==> src/rtl/gw_jtag_er_bridge_if.sv <==
// Register-bus handshake between the JTAG ER1 bridge (master) and the SoC register block (slave).
// The master holds req until the slave returns a single-cycle ack.
interface gw_jtag_er_bridge_if #(
  parameter int ADDR_W = 7,
  parameter int DATA_W = 32
);
  logic              req;
  logic              we;
  logic [ADDR_W-1:0] addr;
  logic [DATA_W-1:0] wdata;
  logic [DATA_W-1:0] rdata;
  logic              ack;

  modport master (output req, we, addr, wdata, input rdata, ack);
  modport slave  (input req, we, addr, wdata, output rdata, ack);
endinterface

==> src/rtl/gw_jtag_er_bridge.sv <==
// GW_JTAG ER1 to register-bus bridge: oversampled TAP strobes drive a DR shift engine,
// and each Update-DR launches one read or write with a timeout.
module gw_jtag_er_bridge #(
  parameter int ADDR_W  = 7,
  parameter int DATA_W  = 32,
  parameter int TIMEOUT = 255
) (
  input  logic clk_i,
  input  logic rst_i,
  input  logic tck_i,
  input  logic tdi_i,
  input  logic tlr_i,
  input  logic shift_capture_i,
  input  logic update_i,
  input  logic enable_er1_i,
  output logic tdo_er1_o,
  gw_jtag_er_bridge_if.master bus
);

  localparam int W  = 1 + ADDR_W + DATA_W;
  localparam int TW = (TIMEOUT > 1) ? $clog2(TIMEOUT) : 1;
  localparam logic [TW-1:0] TLAST = TW'(TIMEOUT - 1);

  typedef enum logic {IDLE, WAIT} state_t;

  state_t state, state_next;

  logic [5:0]        meta, sync;
  logic              tck_s, tdi_s, tlr_s, sc_s, upd_s, en_s;
  logic              tck_h, upd_h;
  logic              tck_rise, update_rise;
  logic              capture, shift;
  logic              in_dr;
  logic [W-1:0]      sr;
  logic              tmo, ovr;
  logic              busy, accept, tmo_set, ovr_set;
  logic              we_q;
  logic [ADDR_W-1:0] addr_q;
  logic [DATA_W-1:0] wdata_q, rdata_q;
  logic [TW-1:0]     timer;

  always_ff @(posedge clk_i) begin
    if (rst_i) begin
      meta  <= '0;
      sync  <= '0;
      tck_h <= 1'b0;
      upd_h <= 1'b0;
    end else begin
      meta  <= {tck_i, tdi_i, tlr_i, shift_capture_i, update_i, enable_er1_i};
      sync  <= meta;
      tck_h <= tck_s;
      upd_h <= upd_s & en_s;
    end
  end

  assign {tck_s, tdi_s, tlr_s, sc_s, upd_s, en_s} = sync;
  assign tck_rise    = tck_s & ~tck_h;
  assign update_rise = upd_s & en_s & ~upd_h;

  // A TLR in the same cycle as a capture edge wins, so the scan restarts cleanly.
  assign capture = tck_rise & en_s & sc_s & ~in_dr & ~tlr_s;
  assign shift   = tck_rise & en_s & sc_s & in_dr;

  always_ff @(posedge clk_i) begin
    if (rst_i) begin
      in_dr <= 1'b0;
      sr    <= '0;
      tmo   <= 1'b0;
      ovr   <= 1'b0;
    end else begin
      if (update_rise || tlr_s || !en_s)
        in_dr <= 1'b0;
      else if (capture)
        in_dr <= 1'b1;

      if (capture)
        sr <= {busy, tmo, ovr, {(ADDR_W-2){1'b0}}, rdata_q};
      else if (shift)
        sr <= {tdi_s, sr[W-1:1]};

      // Flag set beats the read-to-clear of a simultaneous capture.
      if (tmo_set)      tmo <= 1'b1;
      else if (capture) tmo <= 1'b0;

      if (ovr_set)      ovr <= 1'b1;
      else if (capture) ovr <= 1'b0;
    end
  end

  assign tdo_er1_o = sr[0];

  always_ff @(posedge clk_i) begin
    if (rst_i) state <= IDLE;
    else       state <= state_next;
  end

  always_comb begin
    state_next = state;
    unique case (state)
      IDLE: if (update_rise) state_next = WAIT;
      WAIT: if (bus.ack || timer == TLAST) state_next = IDLE;
    endcase
  end

  always_comb begin
    busy    = (state == WAIT);
    accept  = (state == IDLE) && update_rise;
    tmo_set = (state == WAIT) && !bus.ack && (timer == TLAST);
    ovr_set = (state == WAIT) && update_rise;
    bus.req = (state == WAIT);
  end

  always_ff @(posedge clk_i) begin
    if (rst_i) begin
      we_q    <= 1'b0;
      addr_q  <= '0;
      wdata_q <= '0;
      rdata_q <= '0;
      timer   <= '0;
    end else if (accept) begin
      we_q    <= sr[W-1];
      addr_q  <= sr[W-2:DATA_W];
      wdata_q <= sr[DATA_W-1:0];
      timer   <= '0;
    end else if (state == WAIT) begin
      timer <= timer + 1'b1;
      if (bus.ack && !we_q)
        rdata_q <= bus.rdata;
    end
  end

  assign bus.we    = we_q;
  assign bus.addr  = addr_q;
  assign bus.wdata = wdata_q;

endmodule

==> src/flat_wrapper.sv <==
// flat-port wrapper written by rule: the top's interface ports become plain ports
module gw_jtag_er_bridge_flat 
#(
  parameter int ADDR_W  = 7,
  parameter int DATA_W  = 32,
  parameter int TIMEOUT = 255
)
  (clk_i, rst_i, tck_i, tdi_i, tlr_i, shift_capture_i, update_i, enable_er1_i, tdo_er1_o, bus_req, bus_we, bus_addr, bus_wdata, bus_rdata, bus_ack);
  gw_jtag_er_bridge_if #(.ADDR_W(ADDR_W), .DATA_W(DATA_W)) bus_i ();
  input  logic clk_i;
  input  logic rst_i;
  input  logic tck_i;
  input  logic tdi_i;
  input  logic tlr_i;
  input  logic shift_capture_i;
  input  logic update_i;
  input  logic enable_er1_i;
  output logic tdo_er1_o;
  output wire logic [$bits(bus_i.req)-1:0] bus_req;
  output wire logic [$bits(bus_i.we)-1:0] bus_we;
  output wire logic [$bits(bus_i.addr)-1:0] bus_addr;
  output wire logic [$bits(bus_i.wdata)-1:0] bus_wdata;
  input wire logic [$bits(bus_i.rdata)-1:0] bus_rdata;
  input wire logic [$bits(bus_i.ack)-1:0] bus_ack;
  assign bus_req = bus_i.req;
  assign bus_we = bus_i.we;
  assign bus_addr = bus_i.addr;
  assign bus_wdata = bus_i.wdata;
  assign bus_i.rdata = bus_rdata;
  assign bus_i.ack = bus_ack;
  gw_jtag_er_bridge #(.ADDR_W(ADDR_W), .DATA_W(DATA_W), .TIMEOUT(TIMEOUT)) u_core (.clk_i(clk_i), .rst_i(rst_i), .tck_i(tck_i), .tdi_i(tdi_i), .tlr_i(tlr_i), .shift_capture_i(shift_capture_i), .update_i(update_i), .enable_er1_i(enable_er1_i), .tdo_er1_o(tdo_er1_o), .bus(bus_i));
endmodule
==> config.mk <==
export PLATFORM = sky130hd
export DESIGN_NAME = gw_jtag_er_bridge_flat
export DESIGN_NICKNAME = d
export VERILOG_FILES = /design/src/rtl/gw_jtag_er_bridge_if.sv /design/src/rtl/gw_jtag_er_bridge.sv /design/src/flat_wrapper.sv
export SDC_FILE = /design/constraint.sdc
export NUM_CORES = 1
export LEC_CHECK = 0
export ABC_AREA = 1
export ABC_CLOCK_PERIOD_IN_PS = 2790
export CAP_MARGIN = 30
export CORE_UTILIZATION = 50
export DETAILED_ROUTE_END_ITERATION = 16
export PLACE_DENSITY = 0.75
export RECOVER_POWER = 100
export SLEW_MARGIN = 20
export SYNTH_ARGS = -nofsm -noshare
export SYNTH_HDL_FRONTEND = slang
export SYNTH_SLANG_ARGS = --single-unit
==> constraint.sdc <==
create_clock -name clk_i -period 2.79 [get_ports clk_i]
set_input_delay 0.558 -clock clk_i [delete_from_list [all_inputs] [get_ports clk_i]]
set_output_delay 0.558 -clock clk_i [all_outputs]
set_load 0.03 [all_outputs]
# Word level (Yosys, flattened, before mapping)
# Index checks and enable logic that the tools add are counted.
[op_classes]
mux = 8
addsub = 1
reduce_logical = 18
n_eq_ne = 1
bitwise = 14
[ops]
columns = ["operator", "count"]
rows = [
  ["$mux 40", 2],
  ["$add 8x1->8 const B", 1],
  ["$and 1x1->1", 8],
  ["$eq 8x8->1 const B", 1],
  ["$not 1->1", 6],
  ["$reduce_bool 2->1", 3],
  ["$reduce_or 2->1", 3],
  ["$logic_and 1x1->1", 5],
  ["$mux 1", 5],
  ["$logic_not 1->1", 3],
  ["$logic_or 1x1->1", 3],
  ["$reduce_and 3->1", 1],
  ["$pmux 1 s2", 1],
]
[word_totals]
elab_cells = 57
reg_bits = 138
out_inout_bits = 42

# Longest topological paths before layout
[logic_depth]
ltp_word = 8
mapped_depth = 8
ltp_nobuf = 7

# Worst setup path after synthesis
# No wires, ideal clock.
[synth_path]
path_kind = "reg-to-reg"
from = "register u_core.state, in the netlist u_core.bus.req"
to = "register u_core.rdata_q[10]"
synth_period_minus_slack_ns = 1.340
path_slack_ns = 1.450
t_arrival_ns = 1.224
path_stages_with_launch = 7
t_required_ns = 2.674
setup_ns = 0.116
path_cell_list = "dfxtp_1 nand2_1 nor2_2 inv_1 buf_2 nor2_1 nor2_1"
[synth_via]
elab_chain_len = 4
[synth_rtl]
columns = ["element", "line", "text"]
rows = [
  ["start: declaration", "gw_jtag_er_bridge.sv:26", "state_t state, state_next;"],
  ["start signal: assignment", "gw_jtag_er_bridge.sv:94", "else state <= state_next;"],
  ["$not 1->1", "gw_jtag_er_bridge.sv:107", "accept = (state == IDLE) && update_rise;"],
  ["$logic_and 1x1->1", "gw_jtag_er_bridge.sv:107", ""],
  ["$not 1->1 (no source line)", "n/a", ""],
  ["$reduce_and 3->1 (no source line) (*)", "n/a", ""],
  ["end signal: assignment", "gw_jtag_er_bridge.sv:128", "rdata_q <= bus.rdata;"],
  ["end: declaration", "gw_jtag_er_bridge.sv:39", "logic [DATA_W-1:0] wdata_q, rdata_q;"],
]
# Mark *: on every way between the ends. The rest lies on a longest branch, timed or not.
# A chain may end at the register's enable or synchronous reset.

# Worst setup path in the final report
[layout_path]
from = "input rst_i"
to = "register u_core.sr[30]"
[layout_rtl]
columns = ["element", "line", "text"]
rows = [
  ["start: declaration", "flat_wrapper.sv:11", "input logic rst_i;"],
  ["end signal: assignment", "gw_jtag_er_bridge.sv:77", "sr <= {busy, tmo, ovr, {(ADDR_W-2){1'b0}}, rdata_q};"],
  ["end signal: assignment", "gw_jtag_er_bridge.sv:79", "sr <= {tdi_s, sr[W-1:1]};"],
  ["end: declaration", "gw_jtag_er_bridge.sv:34", "logic [W-1:0] sr;"],
]
# No word-level cell between the ends.

==> results.tsv <==
stage	metric	value	unit
status	status	finished, violations left	
status	violations	capacitance limit, slew limit	
route	drtPass1Iterations	9	
sta	fin_skew	0.00663	ns
logic_synthesis	synth_area_leader_cell	dfxtp_1	
critical_path	r2r-end	u_core.rdata_q[22]$_SDFFE_PP0P_	
critical_path	worstPathCellList	clkbuf_1, clkbuf_1, nor2_1	
critical_path	reg2reg_slack	0.58	ns
hold_path	whs_path_depth	2	
global_route	grt_pass1_vias	4579	
sta	final-hold-violation-count	0	
sta	timing.fmax	420	MHz
logic_synthesis	synth_edf_count	0	
sta	relSlewSlack	-63.7	%
clock_tree	cts.sink_count	138	
critical_path	startpoint_type	primary input	
cells_and_area	utilization	65.4	%
clock_tree	cts_buffers	17	
logic_synthesis	synth.avg_cell_area	7.43	µm²
logic_synthesis	synthArstFlopShare	0	%
critical_path	worstSetupStartpoint	rst_i	
run	max_cap_violations	1	
hold_path	hold_path_class	reg2reg	
global_route	gr-total-overflow	0	
cells_and_area	syn_to_final_growth	25.6	%
clock_tree	cts_tree	done	
cells_and_area	nets	838	
pwr	peakVddDrop	0.366	mV
clock_tree	root_buffer	clkbuf_8	
global_route	antenna_found_initial	0	
cells_and_area	drive_above_1_share	5.57	%
hold_path	min_from	u_core.meta[1]$_SDFF_PP0_	
logic_synthesis	yosys-top-cells-count	nor2_1 (202), dfxtp_1 (138), nand3_1 (75)	
global_route	grt_util_all_layers	23.3	%
die	die_x	106	µm
clock_tree	clkSlewWorstSetupHoldPaths	0.06	ns
sta	tns	0	ns
die	start_util	52.1	%
route	drt_iter0_drc	300	
logic_synthesis	ys_seq_area_share	50.9	%
die	coreArea	0.0104	mm²
critical_path	crit_slowest_cell	clkbuf_1	
route	antenna_left	0	
critical_path	worstSetupPathType	in2reg	
logic_synthesis	synth-seq-cells	138	
placed_design	dpl_worst_slack	0.821	ns
critical_path	endpoint	u_core.sr[30]$_SDFFE_PP0P_	
placed_design	port_buffers	82	
sta	finalCritPeriodShare	85.3	%
logic_synthesis	synth.area.top_cells	dfxtp_1 (51%), nor2_1 (14%), nand3_1 (6.9%), o21ai_0 (6.3%), a21oi_1 (4.5%)	
sta	tightest_slew	2.46	ns
critical_path	cp.arrival	2.66	ns
critical_path	crit_top_cell	clkbuf_1	
route	route.vias.total	4905	
clock_tree	cts_setup_buffers	0	
die	ios	83	
pwr	p_leak	2.97	nW
logic_synthesis	synth_nets	773	
sta	final_max_slew_viol_count	53	
clock_tree	cts_resized	0	
route	drc	0	
route	wirelength	12.5	mm
clock_tree	clock_latency	0.51	ns
global_route	grt_max_degree	53	
sta	rsz0062_at_grt	no	
logic_synthesis	yosysMostFrequentCell	nor2_1	
critical_path	r2r_cells	5	
logic_synthesis	synth_warnings	0	
logic_synthesis	yosys_most_used_dff	dfxtp_1	
critical_path	slowest_delay	1.76	ns
sta	setup_viol	0	
cells_and_area	num_antenna_cells	0	
sta	min_period	2.38	ns
global_route	grt_pass1_wl	20.8	mm
critical_path	cp_max_fo	52	
route	via_per_inst	5.20	
critical_path	required	3.07	ns
logic_synthesis	synth_top_area_share	50.9	%
placed_design	dp_hpwl	7.75	mm
clock_tree	htreeDepth	4	
logic_synthesis	syn_inst	730	
die	die_area	0.0113	mm²
route	wl_per_cell	13.3	µm
critical_path	crit_buf_inv	2	
clock_tree	postCtsHoldBufs	0	
logic_synthesis	synth_area	0.00543	mm²
placed_design	place.gp.congestion	0.795	
critical_path	r2r-start	u_core.bus.req$_SDFF_PP0_	
critical_path	endpoint_kind	register	
die	std_cell_rows	37	
critical_path	crit_cells	3	
sta	fin_ws	0.410	ns
critical_path	path_delay_family	buffers and inverters	
clock_tree	clock_path_buffers	2	
pwr	power_density	643	mW/mm²
die	die_h	106	µm
logic_synthesis	ys_types	26	
==> worst min-delay path by stage <==
stage                           endpoint  slack, ns
2_1_floorplan  u_core.sync[0]$_SDFF_PP0_       0.39
3_3_place_gp   u_core.sync[0]$_SDFF_PP0_       0.39
3_5_place_dp   u_core.sync[4]$_SDFF_PP0_       0.39
4_1_cts        u_core.sync[1]$_SDFF_PP0_       0.40
5_1_grt        u_core.sync[4]$_SDFF_PP0_       0.41
6_report       u_core.sync[1]$_SDFF_PP0_       0.40
==> metal layers <==
layer  GRT usage (%)  vias to the layer above  part of all wire [%]
li1                -                     2453                     -
met2            40.1                      182                    49
met5               0                        -                     0
met4            7.94                        0                   1.1
met1            28.2                     2255                    43
met3            6.01                       15                   6.8
==> per-stage QoR <==
stage	total power [mW]	instances	hold slack (ns)	area, µm²
after floorplan	2.11	730	0.388	5430
after global placement	2.20	911	0.395	6220
after detailed placement	2.20	912	0.393	6250
after CTS	4.41	944	0.404	6840
after global routing	4.52	944	0.413	6820
final	4.38	944	0.401	6820
==> placed cells by master, fill, tap and decap left out, types with 6 or more instances in the layout <==
cell,netlist,routed
dlygate4sd3_1,0,42
inv_1,61,62
dfxtp_1,138,138
o21ai_0,68,72
a21oi_1,49,49
nor3_1,6,6
nor2_1,202,203
nand3_1,75,76
nand2_1,62,63
clkbuf_16,0,16
clkdlybuf4s50_1,0,39
==> layout make-up <==
cell class              instances  area (µm²)
fillers                       875        3600
inverters                      64         240
multi-input cells             483        2130
clock buffers                  19         422
clock inverters                13         169
flip-flops and latches        138        2760
repair buffers                 91         920
well taps                     136         170
==> flip-flops by register name, summed over array words and instances, names as in the netlist <==
register,cells
u_core.ovr,1
u_core.in_dr,1
u_core.bus.addr,7
u_core.rdata_q,32
u_core.sync,6
u_core.bus.req,1
u_core.tck_h,1
u_core.bus.wdata,32
u_core.bus.we,1
u_core.tmo,1
u_core.upd_h,1
u_core.sr,40
u_core.timer,8
u_core.meta,6
==> worst register-to-register path, delay by kind of cell, from the launching register on <==
family / cells / cell delay, ns
AO/OA/AOI/OAI: 1 / 0.28
buffers and inverters: 1 / 1.00
flip-flops: 1 / 0.48
AND/OR/NAND/NOR: 3 / 0.38
==> where the power goes <==
group          switching [mW]  internal [mW]  total, mW  leakage, nW
combinational          0.0853         0.0736      0.159         1.58
clock                   0.853           1.37       2.22        0.275
sequential            0.00825           1.99       2.00         1.11
==> logic make-up (layout without fill, tap and decap cells) <==
kind of cell,after synthesis,after routing,synth area share (%)
AO/OA/AOI/OAI,124,124,11.5
adder cells (fa/ha/maj),2,2,0.461
buffers and inverters,109,187,9.57
flip-flops,138,138,50.9
AND/OR/NAND/NOR,357,357,27.6
(Power assumes the default switching activity.)
